<file path="config.mk">
export PLATFORM = sky130hd
export DESIGN_NAME = core_io_arbiter
export DESIGN_NICKNAME = d
export VERILOG_FILES = /design/src/rtl/core_io_arbiter.sv
export SDC_FILE = /design/constraint.sdc
export NUM_CORES = 1
export LEC_CHECK = 0
export ABC_AREA = 1
export CORE_AREA = 5 5 363 365
export DETAILED_ROUTE_END_ITERATION = 8
export DIE_AREA = 0 0 368 370
export SLEW_MARGIN = 20
export SYNTH_ARGS = -nofsm -noshare
export SYNTH_HDL_FRONTEND = slang
export SYNTH_SLANG_ARGS = --single-unit
</file>
<file path="constraint.sdc">
create_clock -name clk -period 36.2 [get_ports clk]
set_clock_uncertainty 0.1 [all_clocks]
set_input_delay 5.43 -clock clk [delete_from_list [all_inputs] [get_ports clk]]
set_output_delay 5.43 -clock clk [all_outputs]
set_load 0.005 [all_outputs]
</file>
<file path="src/rtl/core_io_arbiter.sv">
// core_io_arbiter
//   Round-robin owner of the shared external I/O port for NCORE cores.
//   Exactly one core owns the bus per transfer. The scan for the next owner
//   starts at ptr, and ptr moves past each served core, so every requester
//   is reached within one rotation.
//
// Ports
//   clk, rst     system clock, synchronous active-high reset
//   out_req      per-core output request (core i's out_en)
//   out_data     per-core signed output word, core i at [i*DW +: DW]
//   in_req       per-core input request (core i's req_in)
//   out_gnt      one-hot, core i's output word is accepted this cycle
//   in_gnt       one-hot, core i latches the broadcast io_in this cycle
//   io_out       registered signed shared output word
//   io_out_vld   io_out holds a word for the downstream
//   io_out_rdy   downstream accepts io_out while io_out_vld is high
//   io_in_vld    an external input word is present this cycle
//   busy         a transfer is in progress (state != IDLE)
//   cur_core     index of the current owner
module core_io_arbiter #(
  parameter int NCORE = 25,
  parameter int DW    = 32,
  parameter int IW    = 5
) (
  input  logic                    clk,
  input  logic                    rst,
  input  logic [NCORE-1:0]        out_req,
  input  logic [NCORE*DW-1:0]     out_data,
  input  logic [NCORE-1:0]        in_req,
  output logic [NCORE-1:0]        out_gnt,
  output logic [NCORE-1:0]        in_gnt,
  output logic signed [DW-1:0]    io_out,
  output logic                    io_out_vld,
  input  logic                    io_out_rdy,
  input  logic                    io_in_vld,
  output logic                    busy,
  output logic [IW-1:0]           cur_core
);

  localparam logic [1:0] ST_IDLE = 2'd0;
  localparam logic [1:0] ST_OUT  = 2'd1;
  localparam logic [1:0] ST_IN   = 2'd2;

  logic [1:0]           state;
  logic [IW-1:0]        ptr;
  logic [IW-1:0]        idx;
  logic signed [DW-1:0] io_out_p1;
  logic                 vld_p1;

  logic signed [DW-1:0] words [NCORE];
  logic [NCORE-1:0]     req_any;
  logic                 sel_found;
  logic [IW-1:0]        sel_idx;
  logic [IW-1:0]        cand;
  logic [NCORE-1:0]     own_onehot;

  // Index following i, wrapping from the last core back to core 0.
  function automatic logic [IW-1:0] wrap_inc(input logic [IW-1:0] i);
    if (int'(i) == NCORE - 1) return '0;
    else                      return i + 1'b1;
  endfunction

  for (genvar g = 0; g < NCORE; g++) begin : g_unpack
    assign words[g] = out_data[g*DW +: DW];
  end

  assign req_any = out_req | in_req;

  // Rotating scan: first requester at or after ptr, wrapping around.
  always_comb begin
    sel_found = 1'b0;
    sel_idx   = '0;
    cand      = ptr;
    for (int k = 0; k < NCORE; k++) begin
      if (!sel_found && req_any[cand]) begin
        sel_found = 1'b1;
        sel_idx   = cand;
      end
      cand = wrap_inc(cand);
    end
  end

  assign own_onehot = {{(NCORE-1){1'b0}}, 1'b1} << idx;

  // Grants are combinational, valid only in the handshake cycle, and
  // suppressed while rst is high so a reset cycle never hands out the bus.
  // An input grant also needs the owner to still be asking for the word.
  assign out_gnt = (!rst && state == ST_OUT && io_out_rdy) ? own_onehot : '0;
  assign in_gnt  = (!rst && state == ST_IN && io_in_vld && in_req[idx])
                   ? own_onehot : '0;

  // ---- stage p1: arbitration state and captured output word ----
  always_ff @(posedge clk) begin
    if (rst) begin
      state     <= ST_IDLE;
      ptr       <= '0;
      idx       <= '0;
      io_out_p1 <= '0;
      vld_p1    <= 1'b0;
    end else begin
      case (state)
        ST_IDLE: begin
          if (sel_found) begin
            idx <= sel_idx;
            // Output wins over input when the same core asks for both.
            if (out_req[sel_idx]) begin
              io_out_p1 <= words[sel_idx];
              vld_p1    <= 1'b1;
              state     <= ST_OUT;
            end else begin
              state <= ST_IN;
            end
          end
        end
        ST_OUT: begin
          // The word was captured on entry; out_req/out_data are ignored here.
          if (io_out_rdy) begin
            vld_p1 <= 1'b0;
            ptr    <= wrap_inc(idx);
            state  <= ST_IDLE;
          end
        end
        ST_IN: begin
          if (!in_req[idx]) begin
            // Owner withdrew before the word arrived: release, ptr unchanged.
            state <= ST_IDLE;
          end else if (io_in_vld) begin
            ptr   <= wrap_inc(idx);
            state <= ST_IDLE;
          end
        end
        default: state <= ST_IDLE;
      endcase
    end
  end

  assign io_out     = io_out_p1;
  assign io_out_vld = vld_p1;
  assign busy       = (state != ST_IDLE);
  assign cur_core   = idx;

endmodule

</file>
==> run_results.csv <==
group,metric,value,unit
status,outcome,"finished, final reports clean",
setup_path,critPathKind,"register to register",
synthesis,synth.avg_cell_area,5.15,um^2
synthesis,seq_area_frac_synth,0.0406,
sta,finalSetupViolCount,0,
drt,drc_errors,0,
global_route,grt_pass1_wl,268,mm
clock_network,cts_buffers,5,
sta,fmax,30.2,MHz
finish,nNetsFinal,5880,
synthesis,yosysWarnings,0,
setup_path,slowest_stage,"nor2_1",
setup_path,arrival,33290,ps
drt,vias_per_cell,5.17,
sta,hold_viol,0,
setup_path,required,36360,ps
synthesis,syn_nets,5214,
setup_path,critPathMaxFanout,64,
finish,final_util,0.254,
drt,drtIter0Drc,3972,
finish,drive_gt1_frac,0.0867,
placement,place_congestion,1.01,
sta,slew_headroom,0.171,
sta,final_max_slew_viol_count,0,
clock_network,htreeDepth,2,
global_route,grt_use_total,0.279,
flow_run,drv_cap,0,
clock_network,cts.sinks,45,
drt,post_drt_wl_per_cell,30.3,um
global_route,grt_pass1_vias,31400,
setup_path,critPathLaunchType,"register",
floorplan,num_io_pins,943,
clock_network,clk_latency,320,ps
synthesis,synthCells,4306,
clock_network,clockRootBuffer,"clkbuf_16",
synthesis,ys_seq_elements,45,
floorplan,start_util,0.173,
clock_network,cts_setup_buffers,0,
sta,fin_ws,3070,ps
clock_network,clockBufferDepth,2,
synthesis,ys.flop_type,"dfxtp_1",
floorplan,die_w,368,um
worst_hold_path,hold_path.class,"register to register",
setup_path,crit_top_cell,"ha_1",
sta,worst_pin_slew,1230,ps
sta,tns,0,ps
sta,min_period_over_period,0.915,
global_route,grt_max_degree,213,
floorplan,die_area,136000,um^2
floorplan,dieHeight,370,um
floorplan,row_count,132,
setup_path,setup.worst_path.end_class,"register",
drt,postRouteAntennaNets,0,
clock_network,cts_tree,"done",
synthesis,async_flop_share,0,
synthesis,synth_area,22200,um^2
setup_path,cp_slowest_stage_delay,620,ps
drt,drtPass1Iterations,6,
sta,rsz0062_at_grt,"false",
setup_path,reg2reg_slack,3070,ps
floorplan,coreArea,128000,um^2
clock_network,cts-hold-fix-buffers,0,
synthesis,synthDistinctLibCells,58,
clock_network,path_clk_slew,90,ps
placement,place_ws,3550,ps
sta,fin_crit,33130,ps
drt,vias,34600,
finish,fillCellCount,14900,
finish,areaGrowthSynthToFinish,47.2,%
synthesis,synth_edf_count,0,
global_route,antenna_found_initial,116,
placement,io_buffers,942,
placement,hpwl,166,mm
global_route,grt-ovfl-total,0,
drt,totalWireLength,203,mm
-- final timing paths --
path | from | endpoint | cells after the start
setup / recovery | ptr[0] | io_out[26] | 137
hold / removal | io_out_vld | io_out_vld | 2
hold reg to reg | io_out_vld | io_out_vld | 2
setup reg to reg | ptr[0] | io_out[26] | 137
-- per-stage QoR --
stage / cells / hold WS, ps / cell area (um^2)
6_report: 6703 / 379 / 32600
4_1_cts: 6648 / 382 / 32500
3_5_place_dp: 6640 / 366 / 32300
3_3_place_gp: 6640 / 369 / 32300
2_1_floorplan: 4306 / 349 / 22200
5_1_grt: 6671 / 410 / 32600
-- registers in the layout, indices dropped and copies added, names as in the netlist --
register	flops
io_out	32
cur_core	5
ptr	5
state	2
io_out_vld	1
-- routing by layer --
metal,global-route usage,wire length (um),vias up,share of wire
li1,-,-,16000,-
met1,0.355,81500,16100,0.40
met2,0.433,86600,2126,0.43
met3,0.0884,23800,333,0.12
met4,0.116,11400,32,0.056
met5,0,215,-,0.0011
-- cell families after synthesis --
| group | count (synthesis) | share of synthesized area |
|---|---|---|
| flops | 45 | 0.0406 |
| fa+ha+maj | 54 | 0.0305 |
| xor+xnor | 1 | 0.000395 |
| simple gates | 2267 | 0.489 |
| compound gates | 1267 | 0.295 |
| buf+inv | 672 | 0.145 |
-- layout make-up --
| class | instances | area [um^2] | share of cell area |
|---|---|---|---|
| multi-input combinational | 3589 | 18200 | 0.558 |
| antenna | 55 | 138 | 0.00422 |
| inverter | 341 | 1350 | 0.0415 |
| tap | 1675 | 2100 | 0.0642 |
| sequential | 45 | 901 | 0.0276 |
| timing repair buffer | 990 | 9800 | 0.300 |
| clock inverter | 3 | 21.3 | 0.000652 |
| clock buffer | 5 | 125 | 0.00383 |
-- timing repair --
item,in CTS,in global routing
resized for setup,0,2
hold endpoints to repair,0,0
setup endpoints to repair,0,34
-- synthesized netlist by cell type, types with 11 or more instances --
library cell | instances | share of area
nor2_1 | 851 | 0.14
o21ai_0 | 626 | 0.14
nand3_1 | 608 | 0.14
nand2_1 | 453 | 0.077
a21oi_1 | 398 | 0.090
inv_1 | 245 | 0.041
o21ai_1 | 180 | 0.041
clkbuf_1 | 137 | 0.023
nand2_2 | 113 | 0.032
buf_2 | 108 | 0.024
nand4_1 | 57 | 0.016
nor2_2 | 56 | 0.016
inv_2 | 55 | 0.0093
ha_1 | 54 | 0.030
dfxtp_1 | 45 | 0.041
nor2_4 | 27 | 0.014
clkinv_1 | 25 | 0.0042
nand2_4 | 24 | 0.012
buf_6 | 22 | 0.011
nand3_2 | 20 | 0.0090
buf_1 | 18 | 0.0030
buf_4 | 18 | 0.0061
nand4_2 | 14 | 0.0079
buf_8 | 12 | 0.0081
o211ai_1 | 11 | 0.0037
o311ai_0 | 11 | 0.0043
-- critical path: cells and delay by family (launching register included) --
family / cells / cell delay, ps
adders and majority gates: 24 / 8050
buffers and inverters: 30 / 9990
DFF: 1 / 570
and+or+nand+nor: 83 / 14150
-- cells in the final DEF (no fill, tap or decap), types with 9 or more instances in the layout --
cell type,instances
a21oi_1,398
buf_4,47
clkdlybuf4s50_1,942
clkinv_1,26
dfxtp_1,45
diode_2,55
ha_1,54
inv_1,240
inv_2,57
nand2_1,451
nand2_2,112
nand2_4,25
nand3_1,607
nand3_2,20
nand4_1,57
nand4_2,14
nor2_1,838
nor2_2,57
nor2_4,39
o211ai_1,11
o21ai_0,626
o21ai_1,180
o221ai_1,9
o311ai_0,11
Power is left out: the tool's default activity adds up to more than one toggle a clock period on the data nets, which glitch-free logic cannot reach.
